**src/rtl/cdb_arb_if.sv**
```systemverilog
// Bundle of function-unit result ports and common-data-bus lanes used by cdb_arbiter.
// The arbiter takes the slave modport; the FU side and the CDB consumers drive the master modport.
`ifndef NUM_OF_FU
`define NUM_OF_FU 4
`endif
`ifndef PHYSICAL_REG_NUM_WIDTH
`define PHYSICAL_REG_NUM_WIDTH 6
`endif
`ifndef REG_VAL_WIDTH
`define REG_VAL_WIDTH 32
`endif
`ifndef ROB_SIZE_WIDTH
`define ROB_SIZE_WIDTH 5
`endif

interface cdb_arb_if #(
  parameter int NUM_FU    = `NUM_OF_FU,
  parameter int CDB_LANES = 2,
  parameter int AW        = `PHYSICAL_REG_NUM_WIDTH,
  parameter int VW        = `REG_VAL_WIDTH,
  parameter int TW        = `ROB_SIZE_WIDTH,
  parameter int SW        = (NUM_FU > 1) ? $clog2(NUM_FU) : 1
);
  logic [NUM_FU-1:0]    fu_valid;
  logic [NUM_FU-1:0]    fu_ready;
  logic [AW-1:0]        fu_reg_addr [NUM_FU];
  logic [VW-1:0]        fu_reg_val  [NUM_FU];
  logic [TW-1:0]        fu_tag      [NUM_FU];

  logic                 cdb_ready;
  logic [CDB_LANES-1:0] cdb_valid;
  logic [AW-1:0]        cdb_reg_addr [CDB_LANES];
  logic [VW-1:0]        cdb_reg_val  [CDB_LANES];
  logic [TW-1:0]        cdb_tag      [CDB_LANES];
  logic [SW-1:0]        cdb_src      [CDB_LANES];

  modport master (
    output fu_valid, fu_reg_addr, fu_reg_val, fu_tag, cdb_ready,
    input  fu_ready, cdb_valid, cdb_reg_addr, cdb_reg_val, cdb_tag, cdb_src
  );

  modport slave (
    input  fu_valid, fu_reg_addr, fu_reg_val, fu_tag, cdb_ready,
    output fu_ready, cdb_valid, cdb_reg_addr, cdb_reg_val, cdb_tag, cdb_src
  );
endinterface

```
**src/rtl/cdb_arbiter.sv**
```systemverilog
// Round-robin arbiter moving per-FU FIFO heads onto CDB_LANES registered common-data-bus lanes.
// Define CDB_ARB_BYPASS_EN to let an FU with an empty FIFO compete with its live input (1-edge latency).
`ifndef NUM_OF_FU
`define NUM_OF_FU 4
`endif
`ifndef PHYSICAL_REG_NUM_WIDTH
`define PHYSICAL_REG_NUM_WIDTH 6
`endif
`ifndef REG_VAL_WIDTH
`define REG_VAL_WIDTH 32
`endif
`ifndef ROB_SIZE_WIDTH
`define ROB_SIZE_WIDTH 5
`endif

module cdb_arbiter #(
  parameter int NUM_FU     = `NUM_OF_FU,
  parameter int CDB_LANES  = 2,
  parameter int FIFO_DEPTH = 2
) (
  input  logic     clk,
  input  logic     reset,
  input  logic     flush,
  cdb_arb_if.slave bus
);
  localparam int AW = `PHYSICAL_REG_NUM_WIDTH;
  localparam int VW = `REG_VAL_WIDTH;
  localparam int TW = `ROB_SIZE_WIDTH;
  localparam int SW = (NUM_FU > 1) ? $clog2(NUM_FU) : 1;
  localparam int PW = $clog2(FIFO_DEPTH);
  localparam int CW = PW + 1;

  typedef struct packed {
    logic [AW-1:0] reg_addr;
    logic [VW-1:0] reg_val;
    logic [TW-1:0] tag;
  } result_t;

  typedef struct packed {
    logic          valid;
    logic [SW-1:0] src;
    result_t       res;
  } lane_t;

  result_t       mem    [NUM_FU][FIFO_DEPTH];
  logic [PW-1:0] rd_ptr [NUM_FU];
  logic [PW-1:0] wr_ptr [NUM_FU];
  logic [CW-1:0] count  [NUM_FU];
  logic [SW-1:0] rr_ptr, rr_nxt;
  lane_t         lane_q [CDB_LANES];
  lane_t         lane_d [CDB_LANES];
  result_t       fu_res [NUM_FU];
  logic [NUM_FU-1:0] ready, push, pop, bypass;
  logic          any_lane_valid, load;

  // Ready depends only on registered occupancy, never on cdb_ready or fu_valid.
  always_comb begin
    for (int i = 0; i < NUM_FU; i++) begin
      fu_res[i] = '{reg_addr: bus.fu_reg_addr[i], reg_val: bus.fu_reg_val[i], tag: bus.fu_tag[i]};
      ready[i]  = (count[i] < CW'(FIFO_DEPTH));
    end
  end

  always_comb begin
    any_lane_valid = 1'b0;
    for (int l = 0; l < CDB_LANES; l++) any_lane_valid |= lane_q[l].valid;
  end

  assign load = !any_lane_valid || bus.cdb_ready;

  // Scan from rr_ptr with wrap; the first CDB_LANES requesters fill lanes in scan order.
  always_comb begin
    int n;
    int idx;
    int last;
    // NOTE: every output of this block gets a default before any branch, so no latch can be inferred.
    n      = 0;
    idx    = 0;
    last   = 0;
    pop    = '0;
    bypass = '0;
    rr_nxt = rr_ptr;
    for (int l = 0; l < CDB_LANES; l++) lane_d[l] = '0;
    if (load) begin
      for (int k = 0; k < NUM_FU; k++) begin
        // NOTE: blocking assignments here are deliberate; n and idx are scratch values reused within one scan.
        idx = int'(rr_ptr) + k;
        if (idx >= NUM_FU) idx = idx - NUM_FU;
        if (n < CDB_LANES) begin
          if (count[idx] != '0) begin
            lane_d[n] = '{valid: 1'b1, src: SW'(idx), res: mem[idx][rd_ptr[idx]]};
            pop[idx]  = 1'b1;
            last      = idx;
            n         = n + 1;
          end
`ifdef CDB_ARB_BYPASS_EN
          else if (bus.fu_valid[idx]) begin
            lane_d[n]   = '{valid: 1'b1, src: SW'(idx), res: fu_res[idx]};
            bypass[idx] = 1'b1;
            last        = idx;
            n           = n + 1;
          end
`endif
        end
      end
      if (n > 0) rr_nxt = (last == NUM_FU - 1) ? '0 : SW'(last + 1);
    end
  end

  assign push = bus.fu_valid & ready & ~bypass;

  always_ff @(posedge clk or posedge reset) begin
    if (reset) begin
      for (int i = 0; i < NUM_FU; i++) begin
        rd_ptr[i] <= '0;
        wr_ptr[i] <= '0;
        count[i]  <= '0;
      end
      for (int l = 0; l < CDB_LANES; l++) lane_q[l] <= '0;
      rr_ptr <= '0;
    end else if (flush) begin
      for (int i = 0; i < NUM_FU; i++) begin
        rd_ptr[i] <= '0;
        wr_ptr[i] <= '0;
        count[i]  <= '0;
      end
      for (int l = 0; l < CDB_LANES; l++) lane_q[l] <= '0;
      rr_ptr <= '0;
    end else begin
      for (int i = 0; i < NUM_FU; i++) begin
        if (push[i]) wr_ptr[i] <= wr_ptr[i] + 1'b1;
        if (pop[i])  rd_ptr[i] <= rd_ptr[i] + 1'b1;
        count[i] <= count[i] + CW'(push[i]) - CW'(pop[i]);
      end
      if (load) begin
        for (int l = 0; l < CDB_LANES; l++) lane_q[l] <= lane_d[l];
        rr_ptr <= rr_nxt;
      end
    end
  end

  // NOTE: FIFO storage is intentionally not reset; count and pointers alone define which entries are live.
  always_ff @(posedge clk) begin
    for (int i = 0; i < NUM_FU; i++) begin
      if (push[i] && !flush) mem[i][wr_ptr[i]] <= fu_res[i];
    end
  end

  assign bus.fu_ready = ready;

  for (genvar l = 0; l < CDB_LANES; l++) begin : g_lane
    assign bus.cdb_valid[l]    = lane_q[l].valid;
    assign bus.cdb_src[l]      = lane_q[l].src;
    assign bus.cdb_reg_addr[l] = lane_q[l].res.reg_addr;
    assign bus.cdb_reg_val[l]  = lane_q[l].res.reg_val;
    assign bus.cdb_tag[l]      = lane_q[l].res.tag;
  end
endmodule

```
**src/flat_wrapper.sv**
```systemverilog
// flat-port wrapper written by rule: the top's interface ports become plain ports
module cdb_arbiter_flat 
#(
  parameter int NUM_FU     = `NUM_OF_FU,
  parameter int CDB_LANES  = 2,
  parameter int FIFO_DEPTH = 2
)
  (clk, reset, flush, bus_fu_valid, bus_fu_reg_addr, bus_fu_reg_val, bus_fu_tag, bus_cdb_ready, bus_fu_ready, bus_cdb_valid, bus_cdb_reg_addr, bus_cdb_reg_val, bus_cdb_tag, bus_cdb_src);
  cdb_arb_if #(.NUM_FU(NUM_FU), .CDB_LANES(CDB_LANES), .AW((`PHYSICAL_REG_NUM_WIDTH)), .VW((`REG_VAL_WIDTH)), .TW((`ROB_SIZE_WIDTH)), .SW((2))) bus_i ();
  input  logic clk;
  input  logic reset;
  input  logic flush;
  input wire logic [$bits(bus_i.fu_valid)-1:0] bus_fu_valid;
  input wire logic [$bits(bus_i.fu_reg_addr)-1:0] bus_fu_reg_addr;
  input wire logic [$bits(bus_i.fu_reg_val)-1:0] bus_fu_reg_val;
  input wire logic [$bits(bus_i.fu_tag)-1:0] bus_fu_tag;
  input wire logic [$bits(bus_i.cdb_ready)-1:0] bus_cdb_ready;
  output wire logic [$bits(bus_i.fu_ready)-1:0] bus_fu_ready;
  output wire logic [$bits(bus_i.cdb_valid)-1:0] bus_cdb_valid;
  output wire logic [$bits(bus_i.cdb_reg_addr)-1:0] bus_cdb_reg_addr;
  output wire logic [$bits(bus_i.cdb_reg_val)-1:0] bus_cdb_reg_val;
  output wire logic [$bits(bus_i.cdb_tag)-1:0] bus_cdb_tag;
  output wire logic [$bits(bus_i.cdb_src)-1:0] bus_cdb_src;
  assign bus_i.fu_valid = bus_fu_valid;
  assign bus_i.fu_reg_addr = {>>{bus_fu_reg_addr}};
  assign bus_i.fu_reg_val = {>>{bus_fu_reg_val}};
  assign bus_i.fu_tag = {>>{bus_fu_tag}};
  assign bus_i.cdb_ready = bus_cdb_ready;
  assign bus_fu_ready = bus_i.fu_ready;
  assign bus_cdb_valid = bus_i.cdb_valid;
  assign bus_cdb_reg_addr = {>>{bus_i.cdb_reg_addr}};
  assign bus_cdb_reg_val = {>>{bus_i.cdb_reg_val}};
  assign bus_cdb_tag = {>>{bus_i.cdb_tag}};
  assign bus_cdb_src = {>>{bus_i.cdb_src}};
  cdb_arbiter #(.NUM_FU(NUM_FU), .CDB_LANES(CDB_LANES), .FIFO_DEPTH(FIFO_DEPTH)) u_core (.clk(clk), .reset(reset), .flush(flush), .bus(bus_i));
endmodule
```
**config.mk**
```make
export PLATFORM = sky130hd
export DESIGN_NAME = cdb_arbiter_flat
export DESIGN_NICKNAME = d
export VERILOG_FILES = /design/src/rtl/cdb_arb_if.sv /design/src/rtl/cdb_arbiter.sv /design/src/flat_wrapper.sv
export SDC_FILE = /design/constraint.sdc
export NUM_CORES = 1
export LEC_CHECK = 0
export CAP_MARGIN = 20
export CORE_ASPECT_RATIO = 1.5
export CORE_MARGIN = 10
export CORE_UTILIZATION = 50
export CTS_CLUSTER_DIAMETER = 40
export DETAILED_ROUTE_END_ITERATION = 7
export PLACE_DENSITY = 0.69
export SETUP_SLACK_MARGIN = 0.3
export SYNTH_ARGS = -nofsm -noshare
export SYNTH_HDL_FRONTEND = slang
export SYNTH_SLANG_ARGS = --single-unit
```
**constraint.sdc**
```tcl
create_clock -name clk -period 5.2 [get_ports clk]
set_input_delay 1.3 -clock clk [delete_from_list [all_inputs] [get_ports clk]]
set_output_delay 1.3 -clock clk [all_outputs]
set_load 0.01 [all_outputs]
```
==> metrics.md <==
| Metric | Value |
|---|---|
| Unique masters post-synth | about 70 |
| Global-route wire length before repair | about 130 mm |
| Critical path arrival | slightly below 5 ns |
| Setup violators final | 0 |
| Post-synthesis cell count | about 1800 |
| Global-route usage over all layers | between 20% and 30% |
| Antenna viol nets, final | 0 |
| Area Overhead vs Synth | 20.1% |
| CTS Buf Count | 57 |
| # DRC | 0 |
| DR vias | approximately 19000 |
| Nets | approximately 2200 |
| HP Start | u_core.bus.cdb_reg_val[58]$_DFFE_PP0P_ |
| CP max stage cell | buf_4 |
| Clock root buffer master | clkbuf_16 |
| Most used flip-flop cell after synthesis | edfxtp_1 |
| # hold bufs at CTS | 0 |
| CTS clk-pin slew, worst paths | ~0.07 ns |
| Fin util | 60.4% |
| Vias per Instance | between 6 and 7 |
| Num rows | 104 |
| GPL Wtd Cong | 0.894 |
| Syn_area_per_cell | around 15 um^2 |
| Worst Skew | 0.0330 ns |
| Final wirelength | between 80 and 90 mm |
| Total gr overflow | 0 |
| Final cell area excluding filler cells | roughly 32000 um^2 |
| Critical Path Max Stage Delay | ~0.66 ns |
| CTS tree | done |
| Startpoint Class | flop |
| Max-slew violations | 0 |
| Worst hold path class | reg -> reg |
| Commonest non-fill, non-tap cell in the layout | edfxtp_1 |
| Largest net degree at the start of global routing | 163 |
| Post-synth ARST share | about 24% |
| Number of H-tree levels | 2 |
| Drt first pass iters | 7 |
| Seq/Total Area, Yosys | approximately half |
| Worst VDD drop | between 0.0006 and 0.0007 V |
| Net Count, Synth | slightly above 2000 |
| RSZ-0062 raised after global routing | false |
| Worst Path Max Fanout | 49 |
| Maximum buffer depth of the clock tree | 3 |
| Fin. Hold Viols | 0 |
| Crit path from | u_core.rr_ptr[0]$_DFFE_PP0P_ |
| Post-CTS setup buffers | 0 |
| Post-DP HPWL | 56.9 mm |
| FMAX | 228 MHz |
| Top Ports | 276 |
| Share of layout cells above drive strength 1 | a little over 30% |
| Seq cells post-synth | between 400 and 500 |
| Number of global-route vias before repair | 19900 |
| Die height | between 300 and 400 um |
| CTS Sinks | 454 |
| Final period util | a little over four fifths |
| Slew margin rel. | between 20 and 30% |
| I/O Buffers | around 280 |
| Effective utilization at floorplan | around 50% |
| CP Cell Sequence | clkinv_2 -> ha_4 -> inv_1 -> mux4_2 -> buf_4 -> ha_1 -> inv_1 -> and4_2 -> nor3_4 -> buf_4 -> a221oi_1 -> nor3_1 |
| Status | finished clean |
| WP buf/inv | 5 |
| Max-Cap Viols | 0 |
| Core area | 53500 um^2 |
| PD cells | ~640 nW/um^2 |
| Skew-Pair Late Insertion Delay | around 0.63 ns |
| Critical path's top delay family | buffers and inverters |
| Die width | 209 um |
| Resized cells post-CTS | 0 |
| Worst reg2reg startpoint | u_core.rr_ptr[0]$_DFFE_PP0P_ |
| Synth Cell Area | around 27000 um^2 |
| Leakage | approximately 11 nW |
| Worst Tran Pin Value | 1.07 ns |
| Most frequent cells in the layout | edfxtp_1 (344), clkdlybuf4s50_1 (274), mux2_2 (231) |
| DRT iter0 DRCs | about 1700 |
| Crit Path Class | reg -> reg |
| Synth Warn # | 0 |
| Placement-stage cell area | approximately 30000 um^2 |
| Initial antenna violation count | 2 |
| Min Tclk post-route | ~4.4 ns |
| Avg WL per Cell | around 31 um |
| Post-synth EDFFs | about 340 |
| Die Area | 63600 um^2 |
| WP data required | ~5.7 ns |
| CP Capture Type | flop |
[metrics by stage]
step           setup TNS [ns]  instances  setup slack, ns  hold slack (ns)  power, mW
2_1_floorplan          -37.70       1819           -0.219            0.524       13.0
3_3_place_gp                0       2665             1.08            0.475       16.0
3_5_place_dp                0       2665            0.941            0.485       16.2
4_1_cts                     0       2772            0.949            0.507       20.5
5_1_grt                     0       2776            0.769            0.543       21.6
6_report                    0       2776            0.806            0.506       20.6
[worst min-delay path: stages (launching register included)]
cell	delay, ns
dfrtp_1	0.35
nand2_1	0.05
o221ai_1	0.06
[report_power, final]
part | total (mW) | leakage [nW] | switching, mW | internal, mW
Combinational | 11.4 | 5.04 | 6.33 | 5.12
Sequential | 4.89 | 4.60 | 0.427 | 4.47
Clock | 4.26 | 0.975 | 1.73 | 2.52
[state kept, by name, summed over array words and instances, names as in the netlist]
| name | flops |
|---|---|
| u_core.rr_ptr | 2 |
| u_core.bus.cdb_valid | 2 |
| u_core.bus.cdb_tag | 10 |
| u_core.rd_ptr | 4 |
| u_core.wr_ptr | 4 |
| u_core.bus.cdb_reg_addr | 12 |
| u_core.bus.cdb_src | 4 |
| u_core.mem | 344 |
| u_core.bus.cdb_reg_val | 64 |
| u_core.count | 8 |
[Yosys cell counts (all sizes together), types with 3 or more instances]
cell / n / area [um^2]
a22oi: 4 / 30.0
a31o: 4 / 35.0
edfxtp: 344 / 10300
mux4: 219 / 4930
nand2b: 3 / 18.8
nand4: 3 / 18.8
or2: 6 / 37.5
nor2: 51 / 191
a221o: 4 / 40.0
a32o: 4 / 40.0
buf: 91 / 547
inv: 20 / 75.1
mux2i: 136 / 1360
o221a: 4 / 45.0
ha: 22 / 275
a2111oi: 5 / 60.1
mux2: 235 / 2660
a221oi: 40 / 350
nor2b: 14 / 87.6
clkbuf: 75 / 282
o21a: 6 / 45.0
nand2: 61 / 229
o21ai: 44 / 220
a21oi: 10 / 53.8
nor3b: 7 / 52.6
o211ai: 38 / 285
a31oi: 7 / 43.8
a211oi: 4 / 30.0
and3b: 4 / 35.0
nor4b: 4 / 35.0
nor3: 57 / 290
nor4: 3 / 18.8
a311o: 3 / 30.0
nand3: 46 / 230
xnor2: 12 / 105
o22ai: 8 / 50.1
o2bb2ai: 43 / 377
dfrtp: 110 / 2750
o221ai: 41 / 359
[routing by layer]
metal,GRT usage (%),up-vias,wire length (um)
met5,0,-,0
met4,11.9,0,3560
met3,4.79,210,6870
met2,46.1,1095,45200
met1,31.3,9927,31400
li1,-,7967,-
[kinds of logic (layout without fill, tap and decap cells)]
logic type      after synthesis  count (layout)  synth area share (%)
mux                         590             590                  33.3
flops                       454             454                  48.7
compound gates              284             284                  8.27
simple gates                268             268                  4.88
buf+inv                     188             454                  3.39
fa+ha+maj                    23              23                  1.10
xor+xnor                     12              12                 0.391
other cells                   0               2                     0
[worst paths after layout]
path	end	slack [ns]	depth (start not counted)
worst min-delay path	u_core.bus.cdb_reg_val[58]$_DFFE_PP0P_	0.51	2
worst min register to register	u_core.bus.cdb_reg_val[58]$_DFFE_PP0P_	0.51	2
worst max register to register	u_core.bus.cdb_tag[0]$_DFFE_PP0P_	0.81	12
min in group asynchronous	u_core.count[7]$_DFF_PP0_	1.29	2
worst max-delay path	u_core.bus.cdb_tag[0]$_DFFE_PP0P_	0.81	12
max in group asynchronous	u_core.bus.cdb_reg_val[60]$_DFFE_PP0P_	3.02	3
[final cells by class]
cell class	instances	area, um^2
Inverter	22	90.1
Tap cell	689	862
Multi-Input combinational cell	1177	13000
Antenna cell	2	5.00
Clock buffer	62	1450
Sequential cell	454	13100
Timing Repair Buffer	325	3220
Fill cell	4012	21200
Clock inverter	45	601
Note: power is estimated with default switching activity, not from simulation.
